[config.mk]
export PLATFORM = sky130hd
export DESIGN_NAME = psum_row_collector_flat
export DESIGN_NICKNAME = d
export VERILOG_FILES = /design/src/rtl/psum_row_collector_pkg.sv /design/src/rtl/psum_row_collector_if.sv /design/src/rtl/psum_row_collector_lane_fifo.sv /design/src/rtl/psum_row_collector.sv /design/src/flat_wrapper.sv
export SDC_FILE = /design/constraint.sdc
export NUM_CORES = 2
export LEC_CHECK = 0
export CAP_MARGIN = 20
export CORE_ASPECT_RATIO = 1.1
export CORE_MARGIN = 1
export CORE_UTILIZATION = 53
export CTS_CLUSTER_SIZE = 28
export DETAILED_ROUTE_END_ITERATION = 16
export PLACE_DENSITY = 0.73
export SYNTH_ARGS = -nofsm -noshare
export SYNTH_HDL_FRONTEND = slang
export SYNTH_SLANG_ARGS = --single-unit
[constraint.sdc]
create_clock -name clk -period 3.4 [get_ports clk]
set_input_delay 0.34 -clock clk [delete_from_list [all_inputs] [get_ports clk]]
set_output_delay 0.34 -clock clk [all_outputs]
set_load 0.005 [all_outputs]
[src/rtl/psum_row_collector_pkg.sv]
// psum_row_collector_pkg
//   Shared constants for the MAC column array, the psum row collector and the
//   SFU, so all three agree on lane count, psum width and FIFO depth.
//   Also provides the helper that locates lane j inside a concatenated row.
package psum_row_collector_pkg;

  localparam int COL     = 8;   // number of MAC columns (lanes)
  localparam int BW_PSUM = 14;  // width of one column psum (2*bw+6, bw=4)
  localparam int DEPTH   = 16;  // entries per lane FIFO, power of two
  localparam int AW      = 4;   // log2(DEPTH)

  localparam int ROW_W   = COL * BW_PSUM;

  // Lowest bit index of lane j in a concatenated row (lane 0 at the LSBs).
  function automatic int lane_lo(input int j);
    return j * BW_PSUM;
  endfunction

endpackage

[src/rtl/psum_row_collector_if.sv]
// psum_row_collector_if
//   Bundle between the column array / downstream reader and the collector.
//   wr         per-column write strobes (bit j = column j fifo_wr)
//   in         concatenated column psums, lane j at lane_lo(j)
//   rd         pop request from the reader
//   out        head row, same lane order as in
//   o_valid    every lane holds at least one entry
//   o_full     at least one lane is full
//   o_empty    every lane is empty
//   o_overflow sticky: a write was dropped on a full lane
//   Modport slave is the collector, master is the side driving it.
interface psum_row_collector_if;
  import psum_row_collector_pkg::*;

  logic [COL-1:0]   wr;
  logic [ROW_W-1:0] in;
  logic             rd;
  logic [ROW_W-1:0] out;
  logic             o_valid;
  logic             o_full;
  logic             o_empty;
  logic             o_overflow;

  modport slave (
    input  wr, in, rd,
    output out, o_valid, o_full, o_empty, o_overflow
  );

  modport master (
    output wr, in, rd,
    input  out, o_valid, o_full, o_empty, o_overflow
  );
endinterface

[src/rtl/psum_row_collector_lane_fifo.sv]
// psum_lane_fifo
//   One lane of the row collector: a first-word fall-through FIFO.
//   Ports:
//     clk    rising-edge clock
//     reset  synchronous active-low reset (pointers and count only)
//     wr     write request for this lane
//     din    psum to store (kept bit-exact)
//     pop    advance the read pointer (caller guarantees lane non-empty)
//     dout   entry at the read pointer, 0 while the lane is empty
//     empty  count == 0
//     full   count == DEPTH
//     drop   this cycle's write is being discarded (full, no pop)
module psum_lane_fifo #(
  parameter int BW_PSUM = 14,
  parameter int DEPTH   = 16,
  parameter int AW      = 4
) (
  input  logic               clk,
  input  logic               reset,
  input  logic               wr,
  input  logic [BW_PSUM-1:0] din,
  input  logic               pop,
  output logic [BW_PSUM-1:0] dout,
  output logic               empty,
  output logic               full,
  output logic               drop
);

  logic [BW_PSUM-1:0] r_mem [DEPTH];
  logic [AW-1:0]      r_wptr;
  logic [AW-1:0]      r_rptr;
  logic [AW:0]        r_count;
  logic               w_push;

  assign empty = (r_count == '0);
  assign full  = (r_count == (AW+1)'(DEPTH));

  // A full lane still accepts a write when it is popped in the same cycle,
  // because the pop frees the slot the write lands in.
  assign w_push = wr && (!full || pop);
  assign drop   = wr && full && !pop;

  // Pointers wrap naturally since DEPTH == 2**AW.
  always_ff @(posedge clk) begin
    if (!reset) begin
      r_wptr  <= '0;
      r_rptr  <= '0;
      r_count <= '0;
    end else begin
      if (w_push) r_wptr <= r_wptr + 1'b1;
      if (pop)    r_rptr <= r_rptr + 1'b1;
      case ({w_push, pop})
        2'b10:   r_count <= r_count + 1'b1;
        2'b01:   r_count <= r_count - 1'b1;
        default: r_count <= r_count;
      endcase
    end
  end

  // Storage is never cleared; stale entries are hidden by the empty mask.
  always_ff @(posedge clk) begin
    if (reset && w_push) r_mem[r_wptr] <= din;
  end

  assign dout = empty ? '0 : r_mem[r_rptr];

endmodule

[src/rtl/psum_row_collector.sv]
// psum_row_collector
//   Captures each MAC column's psum into its own lane FIFO and presents
//   complete rows to the downstream reader. Column strobes arrive staggered
//   one cycle per column; lanes fill independently, so a row simply becomes
//   available once the last lane has its entry.
//   Ports:
//     clk    rising-edge clock
//     reset  synchronous active-low reset
//     bus    psum_row_collector_if.slave (wr/in/rd in, row and flags out)
module psum_row_collector
  import psum_row_collector_pkg::*;
(
  input  logic                  clk,
  input  logic                  reset,
  psum_row_collector_if.slave   bus
);

  logic [COL-1:0]     w_empty;
  logic [COL-1:0]     w_full;
  logic [COL-1:0]     w_drop;
  logic [BW_PSUM-1:0] w_dout [COL];
  logic [ROW_W-1:0]   w_out;
  logic               w_valid;
  logic               w_pop;
  logic               r_overflow;

  assign w_valid = &(~w_empty);
  // A row pop moves every lane together, and only when a full row exists.
  assign w_pop   = bus.rd && w_valid;

  generate
    for (genvar gi = 0; gi < COL; gi++) begin : g_lane
      psum_lane_fifo #(
        .BW_PSUM (BW_PSUM),
        .DEPTH   (DEPTH),
        .AW      (AW)
      ) u_lane (
        .clk   (clk),
        .reset (reset),
        .wr    (bus.wr[gi]),
        .din   (bus.in[lane_lo(gi) +: BW_PSUM]),
        .pop   (w_pop),
        .dout  (w_dout[gi]),
        .empty (w_empty[gi]),
        .full  (w_full[gi]),
        .drop  (w_drop[gi])
      );
    end
  endgenerate

  always_comb begin
    w_out = '0;
    for (int j = 0; j < COL; j++) begin
      w_out[lane_lo(j) +: BW_PSUM] = w_dout[j];
    end
  end

  always_ff @(posedge clk) begin
    if (!reset) begin
      r_overflow <= 1'b0;
    end else if (|w_drop) begin
      r_overflow <= 1'b1;
    end
  end

  assign bus.out        = w_out;
  assign bus.o_valid    = w_valid;
  assign bus.o_empty    = &w_empty;
  assign bus.o_full     = |w_full;
  assign bus.o_overflow = r_overflow;

endmodule

[src/flat_wrapper.sv]
// flat-port wrapper written by rule: the top's interface ports become plain ports
module psum_row_collector_flat import psum_row_collector_pkg::*;
  (clk, reset, bus_wr, bus_in, bus_rd, bus_out, bus_o_valid, bus_o_full, bus_o_empty, bus_o_overflow);
  psum_row_collector_if bus_i ();
  input  logic clk;
  input  logic reset;
  input wire logic [$bits(bus_i.wr)-1:0] bus_wr;
  input wire logic [$bits(bus_i.in)-1:0] bus_in;
  input wire logic [$bits(bus_i.rd)-1:0] bus_rd;
  output wire logic [$bits(bus_i.out)-1:0] bus_out;
  output wire logic [$bits(bus_i.o_valid)-1:0] bus_o_valid;
  output wire logic [$bits(bus_i.o_full)-1:0] bus_o_full;
  output wire logic [$bits(bus_i.o_empty)-1:0] bus_o_empty;
  output wire logic [$bits(bus_i.o_overflow)-1:0] bus_o_overflow;
  assign bus_i.wr = bus_wr;
  assign bus_i.in = bus_in;
  assign bus_i.rd = bus_rd;
  assign bus_out = bus_i.out;
  assign bus_o_valid = bus_i.o_valid;
  assign bus_o_full = bus_i.o_full;
  assign bus_o_empty = bus_i.o_empty;
  assign bus_o_overflow = bus_i.o_overflow;
  psum_row_collector u_core (.clk(clk), .reset(reset), .bus(bus_i));
endmodule
==> run summary <==
Hold path endpoint - u_core.g_lane[7].u_lane.r_wptr[3]
Crit Path Class - register to primary output
Syn Nets - 3761
Register area share after synthesis - 74.9%
Clock root cell - clkbuf_16
Hold path startpoint - reset
WHS - 0.0971 ns
Overflow left after global routing - 0
WL/cell - 27.4 um
Vias in the first global route - 39000
Largest area contributor in the netlist - edfxtp_1
Synth cell count leaders - 1792 x edfxtp_1, 560 x mux4_2, 137 x dfxtp_1
Die height - 398 um
WL final - 172 mm
First-pass GRT wire length - 254 mm
Crit path max fanout - 6
Drt pass-1 iters - 5
Post-synth top area share - 71.3%
Via count - 38100
WP data required - 3.06 ns
Clk_lat worst skew - 0.82 ns
Reg2reg start - u_core.g_lane[6].u_lane.r_count[2]
Core Rows - 144
Critical Path End Type - primary output
Synth Instances - 3586
RSZ-0062 raised after global routing - yes
Final antenna-violating net count - 0
DP Wirelength - 96.4 mm
Total CTS buffers - 186
Fillers - 9218
Vias per cell - 6.07
GP Congestion - 0.800
Max-slew headroom - 37.5%
Initial core utilization - 53.6%
Layout area overhead - 19.5%
Final hold viol count - 0
Max stage delay cell, worst path - mux4_2
Unique masters post-synth - 59
Max-slew violation count - 0
FF/Latch Area - 0.0566 mm^2
Core footprint - 0.141 mm^2
Top cells by area, synth - edfxtp_1 71%, mux4_2 17%, dfxtp_1 3.6%
Ys async rst share - 0%
VDD IR-drop max - 0.000591 V
Final worst slack - 0.0806 ns
Final nets - 4389
Reg-to-reg critical path endpoint - u_core.g_lane[6].u_lane.r_count[4]
Max stage delay on crit path - 0.50 ns
Number of synthesized flops with an enable pin - 1792
Min Tclk post-route - 3.32 ns
Worst r2r path cells - 12
Final Util - 64.1%
Register bit total from synthesis - 1929
Gr usage total - 24.2%
Largest net degree at the start of global routing - 58
CP Cell Sequence - buf_6 > buf_8 > buf_12 > mux4_2 > mux4_2 > nor2b_2 > clkdlybuf4s15_1
CP Data Arrival Time - 2.98 ns
Area of the multi-input gates - 0.0183 mm^2
Hold Crit Depth - 3
CP Launch Type - register
Post-CTS Hold Buffers - 0
Post-synthesis cell area - 0.0755 mm^2
Syn avg cell area - 21.1 um^2
Fmax - 301 MHz
Yosys warning count - 0
DRT iter0 DRCs - 3627
Die Wd - 362 um
Count leader, synth - edfxtp_1
Final Power - 0.0481 W
TritonCTS clock tree - built
Crit share post-route - 97.6%
Setup violations, final - 0
Die Area - 0.144 mm^2
Initial antenna violation count - 19
H-tree levels - 4
Outcome - finished clean
Max-Cap Viols - 0
I/O Pins - 239
Final worst clock skew - 0.0360 ns
Worst hold-check path type - primary input to register
Pre-CTS setup slack - 0.00817 ns
I/O Buffers - 238
Static leakage - 29.2 nW
Drt drc - 0
TNS Setup - 0 ns
Max clock buf depth - 3
Power Dens Cells - 533 mW/mm^2
Setup slack, reg-to-reg - 0.27 ns
Prevailing post-synth register cell - edfxtp_1
Worst slew pin tran - 0.936 ns
Clock sink count - 1929
Crit path top cell by count - mux4_2
Share of layout cells above drive strength 1 - 29.9%
Reg clk slew, reported paths - 0.06 ns
routing by layer:
metal / global-route usage (%) / up-vias / wire, um
li1: - / 16200 / -
met1: 31.7 / 20200 / 67100
met2: 41.4 / 1451 / 89300
met3: 5.08 / 248 / 12000
met4: 6.17 / 22 / 3440
met5: 0 / - / 144
area by class of cell:
cell class,instances,area share (%)
multi-input combinational,1442,20.3
clock buffer,240,5.54
tap,1898,2.63
sequential,1929,62.7
clock inverter,108,1.17
antenna,6,0.0166
timing repair buffer,617,7.43
inverter,38,0.168
power by group:
part,total [W],internal (W),switching [W]
Combinational,0.00153,0.000589,0.000942
Clock,0.0204,0.0116,0.00876
Sequential,0.0261,0.0261,0.0000693
repair_timing:
item,in CTS,in global routing
setup buffers,73,19
gates resized for setup,272,62
endpoints found under the setup margin,122,63
cloned,30,1
flip-flops by register name, summed over array words and instances (netlist names), named ones only:
name,cells
u_core.g_lane.u_lane.r_rptr,32
u_core.bus.o_overflow,1
u_core.g_lane.u_lane.r_count,40
u_core.g_lane.u_lane.r_wptr,32
u_core.g_lane.u_lane.r_mem,1792
worst max path at each step:
stage                                             from                                    to  slack [ns]
global route                                  register                          bus_out[106]       -0.03
finish                                        register                          bus_out[106]        0.08
detailed placement  u_core.g_lane[7].u_lane.r_count[0]   u_core.g_lane[5].u_lane.r_mem[5][7]       0.008
CTS                                           register                           bus_out[12]       -0.10
global placement    u_core.g_lane[6].u_lane.r_count[2]    u_core.g_lane[6].u_lane.r_count[4]        0.07
floorplan           u_core.g_lane[3].u_lane.r_count[1]  u_core.g_lane[3].u_lane.r_mem[11][0]        0.02
placed cells by master (no fill, tap or decap), types with 9 or more instances in the layout:
master / count
bufinv_16: 16
clkbuf_16: 193
or4_1: 13
clkinv_1: 45
nor3_2: 30
nor4_1: 10
xnor2_1: 21
nor2b_4: 11
xor2_1: 11
and3_1: 93
clkdlybuf4s15_1: 27
clkdlybuf4s50_1: 121
nand2_1: 72
buf_2: 9
nand4_1: 11
a21oi_1: 62
clkbuf_1: 47
ha_1: 52
nor3_1: 44
buf_16: 32
mux4_2: 560
nand3_1: 62
nand2b_1: 28
clkinv_2: 25
edfxtp_1: 1792
nor2b_1: 92
buf_12: 58
clkbuf_2: 15
dfxtp_4: 13
o21a_1: 10
inv_1: 36
nor2_1: 95
mux2i_1: 27
o21ai_0: 35
buf_6: 21
dlygate4sd2_1: 62
buf_4: 255
dfxtp_1: 121
nor2b_2: 9
stage by stage:
| step | instance area, um^2 | std cells |
|---|---|---|
| 2_1_floorplan | 75500 | 3586 |
| 3_3_place_gp | 82200 | 5806 |
| 3_5_place_dp | 82200 | 5806 |
| 4_1_cts | 90100 | 6257 |
| 5_1_grt | 90200 | 6276 |
| 6_report | 90200 | 6278 |
worst max-delay path: cells and delay by family, from the launching register on:
family                 cells  cell delay (ns)
buffers and inverters      4             0.59
AND/OR/NAND/NOR            1             0.18
multiplexers               2             1.00
flip-flops                 1             0.41
cells by family after synthesis:
| kind of cell | after synthesis | synth area share [%] |
|---|---|---|
| simple gates | 596 | 4.18 |
| mux | 587 | 17.1 |
| fa+ha+maj | 52 | 0.862 |
| flops | 1929 | 74.9 |
| xor+xnor | 32 | 0.371 |
| compound gates | 175 | 1.44 |
| buf+inv | 215 | 1.16 |
Power figures use the tool's default switching activity.
